$ cat src/rtl/iter_divider_pkg.sv
// Shared types for the iterative divider: FSM state encoding and result-width helper,
// also used by the EX-stage stall logic.
package iter_divider_pkg;

   typedef enum logic [1:0] {
      DIV_IDLE = 2'd0,
      DIV_CALC = 2'd1,
      DIV_FIX  = 2'd2,
      DIV_DONE = 2'd3
   } div_state_e;

   // Packed {quotient, remainder} width for a given operand width
   function automatic int unsigned div_result_w(input int unsigned width);
      return 2 * width;
   endfunction

endpackage

$ cat src/rtl/iter_divider_nr_step.sv
// One radix-2 non-restoring iteration: shift {rem, dividend} left, add or subtract the
// divisor on the old remainder sign, emit one quotient bit.
module nr_div_step #(
   parameter int unsigned WIDTH = 32
) (
   input  logic [WIDTH:0]   i_rem,
   input  logic [WIDTH-1:0] i_quo,
   input  logic [WIDTH-1:0] i_dvs,
   output logic [WIDTH:0]   o_rem_c,
   output logic [WIDTH-1:0] o_quo_c
);

   logic [WIDTH:0] w_shift;
   logic [WIDTH:0] w_dvs_ext;

   // Dropping rem's MSB keeps the shift exact modulo 2^(WIDTH+1); the result is back in range
   assign w_shift   = {i_rem[WIDTH-1:0], i_quo[WIDTH-1]};
   assign w_dvs_ext = {1'b0, i_dvs};
   assign o_rem_c   = i_rem[WIDTH] ? (w_shift + w_dvs_ext) : (w_shift - w_dvs_ext);
   assign o_quo_c   = {i_quo[WIDTH-2:0], ~o_rem_c[WIDTH]};

endmodule

$ cat src/rtl/iter_divider.sv
// Multi-cycle radix-2 non-restoring divider with start/done handshake, signed/unsigned
// modes, RISC-V divide-by-zero / overflow results and pipeline flush.
module iter_divider
   import iter_divider_pkg::*;
#(
   parameter int unsigned WIDTH = 32
) (
   input  logic               clk,
   input  logic               rst_n,
   input  logic               div_en,
   input  logic               signed_en,
   input  logic               flush,
   input  logic [WIDTH-1:0]   operand_1,
   input  logic [WIDTH-1:0]   operand_2,
   output logic               busy,
   output logic               done,
   output logic [2*WIDTH-1:0] result,
   output logic               div_zero
);

   localparam int unsigned      CNT_W   = $clog2(WIDTH + 1);
   localparam int unsigned      RES_W   = div_result_w(WIDTH);
   localparam logic [WIDTH-1:0] MIN_VAL = {1'b1, {(WIDTH-1){1'b0}}};

   div_state_e       r_state,    w_state_nxt;
   logic [WIDTH:0]   r_rem,      w_rem_nxt;
   logic [WIDTH-1:0] r_quo,      w_quo_nxt;
   logic [WIDTH-1:0] r_dvs,      w_dvs_nxt;
   logic             r_neg_q,    w_neg_q_nxt;
   logic             r_neg_r,    w_neg_r_nxt;
   logic             r_dz,       w_dz_nxt;
   logic [CNT_W-1:0] r_cnt,      w_cnt_nxt;
   logic             r_busy,     w_busy_nxt;
   logic             r_done,     w_done_nxt;
   logic             r_div_zero, w_div_zero_nxt;
   logic [RES_W-1:0] r_result,   w_result_nxt;

   logic             w_accept;
   logic             w_op1_neg;
   logic             w_op2_neg;
   logic             w_div0;
   logic             w_ovf;
   logic [WIDTH-1:0] w_mag1;
   logic [WIDTH-1:0] w_mag2;
   logic [WIDTH-1:0] w_quo_fix;
   logic [WIDTH-1:0] w_rem_fix;
   logic [WIDTH:0]   w_step_rem;
   logic [WIDTH-1:0] w_step_quo;

   nr_div_step #(.WIDTH(WIDTH)) u_step (
      .i_rem   (r_rem),
      .i_quo   (r_quo),
      .i_dvs   (r_dvs),
      .o_rem_c (w_step_rem),
      .o_quo_c (w_step_quo)
   );

   assign w_accept  = div_en & ~flush & ((r_state == DIV_IDLE) | (r_state == DIV_DONE));
   assign w_op1_neg = signed_en & operand_1[WIDTH-1];
   assign w_op2_neg = signed_en & operand_2[WIDTH-1];
   assign w_mag1    = w_op1_neg ? WIDTH'(-operand_1) : operand_1;
   assign w_mag2    = w_op2_neg ? WIDTH'(-operand_2) : operand_2;
   assign w_div0    = (operand_2 == '0);
   assign w_ovf     = signed_en & (operand_1 == MIN_VAL) & (operand_2 == '1);
   assign w_quo_fix = r_neg_q ? WIDTH'(-r_quo) : r_quo;
   assign w_rem_fix = r_neg_r ? WIDTH'(-r_rem[WIDTH-1:0]) : r_rem[WIDTH-1:0];

   // Next-state and datapath update
   always_comb begin
      w_state_nxt    = r_state;
      w_rem_nxt      = r_rem;
      w_quo_nxt      = r_quo;
      w_dvs_nxt      = r_dvs;
      w_neg_q_nxt    = r_neg_q;
      w_neg_r_nxt    = r_neg_r;
      w_dz_nxt       = r_dz;
      w_cnt_nxt      = r_cnt;
      w_result_nxt   = r_result;
      w_div_zero_nxt = r_div_zero;

      if (flush) begin
         w_state_nxt = DIV_IDLE;
      end else begin
         case (r_state)
            DIV_IDLE, DIV_DONE: begin
               if (w_accept) begin
                  w_cnt_nxt   = '0;
                  w_dvs_nxt   = w_mag2;
                  w_quo_nxt   = w_mag1;
                  w_rem_nxt   = '0;
                  w_neg_q_nxt = w_op1_neg ^ w_op2_neg;
                  w_neg_r_nxt = w_op1_neg;
                  w_dz_nxt    = 1'b0;
                  w_state_nxt = DIV_CALC;
                  // Special results are preloaded unsigned and pass straight through FIX
                  if (w_div0) begin
                     w_quo_nxt   = '1;
                     w_rem_nxt   = {1'b0, operand_1};
                     w_neg_q_nxt = 1'b0;
                     w_neg_r_nxt = 1'b0;
                     w_dz_nxt    = 1'b1;
                     w_state_nxt = DIV_FIX;
                  end else if (w_ovf) begin
                     w_quo_nxt   = MIN_VAL;
                     w_rem_nxt   = '0;
                     w_neg_q_nxt = 1'b0;
                     w_neg_r_nxt = 1'b0;
                     w_state_nxt = DIV_FIX;
                  end
               end else begin
                  w_state_nxt = DIV_IDLE;
               end
            end
            DIV_CALC: begin
               // WIDTH iterations, then one cycle restoring a negative remainder
               if (r_cnt == CNT_W'(WIDTH)) begin
                  if (r_rem[WIDTH]) begin
                     w_rem_nxt = r_rem + {1'b0, r_dvs};
                  end
                  w_state_nxt = DIV_FIX;
               end else begin
                  w_rem_nxt = w_step_rem;
                  w_quo_nxt = w_step_quo;
                  w_cnt_nxt = r_cnt + 1'b1;
               end
            end
            DIV_FIX: begin
               w_result_nxt   = {w_quo_fix, w_rem_fix};
               w_div_zero_nxt = r_dz;
               w_state_nxt    = DIV_DONE;
            end
            default: begin
               w_state_nxt = DIV_IDLE;
            end
         endcase
      end

      w_busy_nxt = (w_state_nxt == DIV_CALC) | (w_state_nxt == DIV_FIX);
      w_done_nxt = (w_state_nxt == DIV_DONE);
   end

   always_ff @(posedge clk or negedge rst_n) begin
      if (!rst_n) begin
         r_state    <= DIV_IDLE;
         r_rem      <= '0;
         r_quo      <= '0;
         r_dvs      <= '0;
         r_neg_q    <= 1'b0;
         r_neg_r    <= 1'b0;
         r_dz       <= 1'b0;
         r_cnt      <= '0;
         r_busy     <= 1'b0;
         r_done     <= 1'b0;
         r_result   <= '0;
         r_div_zero <= 1'b0;
      end else begin
         r_state    <= w_state_nxt;
         r_rem      <= w_rem_nxt;
         r_quo      <= w_quo_nxt;
         r_dvs      <= w_dvs_nxt;
         r_neg_q    <= w_neg_q_nxt;
         r_neg_r    <= w_neg_r_nxt;
         r_dz       <= w_dz_nxt;
         r_cnt      <= w_cnt_nxt;
         r_busy     <= w_busy_nxt;
         r_done     <= w_done_nxt;
         r_result   <= w_result_nxt;
         r_div_zero <= w_div_zero_nxt;
      end
   end

   assign busy     = r_busy;
   assign done     = r_done;
   assign result   = r_result;
   assign div_zero = r_div_zero;

endmodule

$ cat config.mk
export PLATFORM = sky130hd
export DESIGN_NAME = iter_divider
export DESIGN_NICKNAME = d
export VERILOG_FILES = /design/src/rtl/iter_divider_pkg.sv /design/src/rtl/iter_divider_nr_step.sv /design/src/rtl/iter_divider.sv
export SDC_FILE = /design/constraint.sdc
export NUM_CORES = 1
export LEC_CHECK = 0
export CORE_AREA = 2 2 149 166
export CTS_CLUSTER_DIAMETER = 150
export CTS_CLUSTER_SIZE = 30
export DETAILED_ROUTE_END_ITERATION = 16
export DIE_AREA = 0 0 151 168
export GPL_TIMING_DRIVEN = 1
export PLACE_DENSITY = 0.91
export SLEW_MARGIN = 10
export SYNTH_ARGS = -nofsm -noshare
export SYNTH_HDL_FRONTEND = slang
export SYNTH_SLANG_ARGS = --single-unit
$ cat constraint.sdc
create_clock -name clk -period 7.45 [get_ports clk]
set_clock_uncertainty 0.05 [all_clocks]
set_input_delay 2.235 -clock clk [delete_from_list [all_inputs] [get_ports clk]]
set_output_delay 2.235 -clock clk [all_outputs]
set_load 0.02 [all_outputs]
==> impl_metrics.toml <==
[setup_path]
cp_max_fo = 6
crit_path_start_kind = "primary input"
critPathCapture = "busy$_DFF_PN0_"
critPathArrivalTime_ns = 6.20
reg2reg_to = "r_rem[31]$_DFFE_PN0P_"
r2r_slack_ns = 2.39
startpoint = "operand_2[6]"
required_ns = 7.72
r2r_start = "r_dvs[0]$_DFFE_PN0P_"
crit_type = "in2reg"
cp-end-kind = "flip-flop"
rr_worst_depth = 14

[synthesis]
ys_seq_elements = 175
synth_cell_type_count = 69
yosysWarnings = 0
synth_ff_type = "dfrtp_1"
synth-seq-area-share_pct = 31.3
synth_area_um2 = 14000
ys_async_sr_fraction_pct = 100
avgSynthCellArea_um2 = 7.94
syn_inst = 1762
synth-edff-count = 0
synth_fp_nets = 1908

[sta]
rsz0062_at_grt = "no"
slew-limit-headroom_pct = 33.8
period_minus_slack_ns = 5.93
hold_viol = 0
fin_crit_sh_pct = 79.6
worst_pin_slew_ns = 0.993
slew_viol_final = 0
fin_tns_setup_ns = 0
setup_viol = 0
fmax_mhz = 169

[finish]
final_common_cell = "nand2_1"
nets = 1977
final_cell_mix = "nand2_1, o21ai_0, dfrtp_1, a21oi_1, nor2_1"
fin_cells = 2154
syn2layout_area_growth_pct = 14.8
insertedDiodeCount = 0
drive_gt1_share_pct = 4.23

[clocking]
clk_pin_slew_ns = 0.07
clock_sinks = 175
cts_resized = 0
h-tree-depth = 4
cts_root_buffer = "clkbuf_16"
numCtsBuffers = 17
cts_tree = "done"
clockBufferDepth = 2
cts.hold.buffers_added = 0
clock_latency_ns = 0.44
postCtsSetupBuffers = 0

[power_and_ir_drop]
p_switching_mw = 3.83
clockPowerShare_pct = 11.6
swShare_pct = 50.3
p_int_mw = 3.79
p_per_area_nw_per_um2 = 474
ir_worst_vdd_mv = 0.236
p_seq_share_pct = 25.0
p_comb_share_pct = 63.3
cellLeakagePower_nw = 6.73

[floorplanning]
die-area_um2 = 25400
die_w_um = 151
io_pins = 136
core_um2 = 23900
rows = 60
dieHeight_um = 168
start_util_pct = 58.6

[grt]
grt_pass1_vias = 12905
grt_first_pass_wirelength_um = 65100
grt_use_total_pct = 32.1
gr-total-overflow = 0
antenna_found_initial = 0
grt_start_max_net_pins = 117

[placed_design]
dp_hpwl_um = 31400
numPlacedInstances = 2122
port_buffers = 135
gp_congestion = 1.01

[route]
routedWlPerCell_um = 18.7
final_antenna_net_count = 0
viasPerCell = 6.38
drc = 0
drtIter0Drc = 1363
drtPass1Iterations = 6
vias = 13750
routed_wl_um = 40300

[run]
cap_violations = 0

[status]
status = "complete, no violations"

[min_path]
min_path_type = "reg2reg"
-- through the flow --
step | hold slack (ns) | instance area [µm²] | power [mW] | utilization (%) | setup slack, ns
finish | 0.431 | 16100 | 7.62 | 67.3 | 1.52
CTS | 0.435 | 16100 | 7.50 | 67.3 | 1.59
global placement | 0.412 | 15500 | 6.43 | 64.8 | 1.23
global route | 0.453 | 16100 | 8.18 | 67.3 | 1.44
detailed placement | 0.420 | 15500 | 6.60 | 64.8 | 1.14
floorplan | 0.396 | 14000 | 5.19 | - | 2.32
-- flip-flops by register name, summed over array words and instances, names as in the netlist --
name,count
busy,1
div_zero,1
done,1
r_cnt,6
r_dvs,32
r_dz,1
r_neg_q,1
r_neg_r,1
r_quo,32
r_rem,33
r_state,2
result,64
-- cells by family (layout without fill, tap and decap cells) --
| group | count (synthesis) | after routing | share of synthesized area [%] |
|---|---|---|---|
| AO/OA/AOI/OAI | 571 | 571 | 24.6 |
| XOR/XNOR | 202 | 202 | 12.6 |
| adder cells (fa/ha/maj) | 77 | 77 | 6.99 |
| buffers and inverters | 132 | 214 | 3.57 |
| flip-flops | 175 | 175 | 31.3 |
| multiplexers | 17 | 17 | 1.25 |
| AND/OR/NAND/NOR | 588 | 588 | 19.7 |
-- layer usage --
metal	up-vias	part of all wire, %	wire length [µm]	global-route usage, %
li1	6494	-	-	-
met1	6412	39	15700	41.2
met2	708	47	19100	53.7
met3	136	9.0	3620	4.39
met4	0	4.6	1870	14.4
met5	-	0	0	0
-- synthesized netlist by cell type (all sizes together) (3+ instances only) --
master	count	area, µm²
nand2	227	852
o21ai	217	1090
dfrtp	175	4380
a21oi	158	791
nor2	148	556
xor2	141	1230
clkbuf	88	330
ha	75	938
xnor2	61	534
o31ai	39	298
inv	33	124
a21o	31	233
nand4	29	181
nor3	29	145
or3	29	196
nand3	26	130
o41ai	19	181
or4	19	155
a31oi	18	113
a221oi	16	140
nor4	16	106
nand2b	14	87.6
mux2i	13	130
a2111oi	12	105
nor2b	12	75.1
buf	11	45.0
and2	10	62.6
o21bai	10	75.1
or2	9	56.3
and3	8	50.1
o21a	6	45.0
o22ai	6	37.5
a22oi	5	37.5
o211ai	5	37.5
a211o	4	35.0
mux2	4	45.0
nand3b	4	30.0
a221o	3	30.0
a31o	3	26.3
nor3b	3	22.5
-- worst min-delay path by stage --
stage                                 from                     end  slack [ns]  depth (start not counted)
global route        result[47]$_DFFE_PN0P_  result[47]$_DFFE_PN0P_        0.45                          2
CTS                 result[48]$_DFFE_PN0P_  result[48]$_DFFE_PN0P_        0.43                          2
detailed placement  result[48]$_DFFE_PN0P_  result[48]$_DFFE_PN0P_        0.42                          2
finish              result[48]$_DFFE_PN0P_  result[48]$_DFFE_PN0P_        0.43                          2
global placement    result[20]$_DFFE_PN0P_  result[20]$_DFFE_PN0P_        0.41                          2
floorplan                 r_dz$_DFFE_PN0P_        r_dz$_DFFE_PN0P_        0.40                          2
-- power groups by stage --
stage	sequential (mW)	clock [mW]	combinational (mW)
2_1_floorplan	1.90	0	3.30
3_3_place_gp	1.86	0	4.57
4_1_cts	1.88	0.888	4.73
5_1_grt	1.95	0.928	5.31
3_5_place_dp	1.90	0	4.70
6_report	1.91	0.886	4.83
-- critical path, stage by stage --
cell and delay (ns):
clkdlybuf4s50_1 0.50, or4_1 0.60, or3_1 0.38, or4_1 0.51
or4_1 0.41, nor3_1 0.67, o21ai_0 0.18, a221oi_1 0.42
ha_1 0.30
-- layout make-up --
type	instances	area [µm²]
inverter	33	124
timing repair buffer	149	1460
multi-input combinational	1455	9130
clock buffer	18	439
fill	1922	7810
clock inverter	14	148
sequential	175	4380
tap	310	388
(Power assumes the default switching activity.)
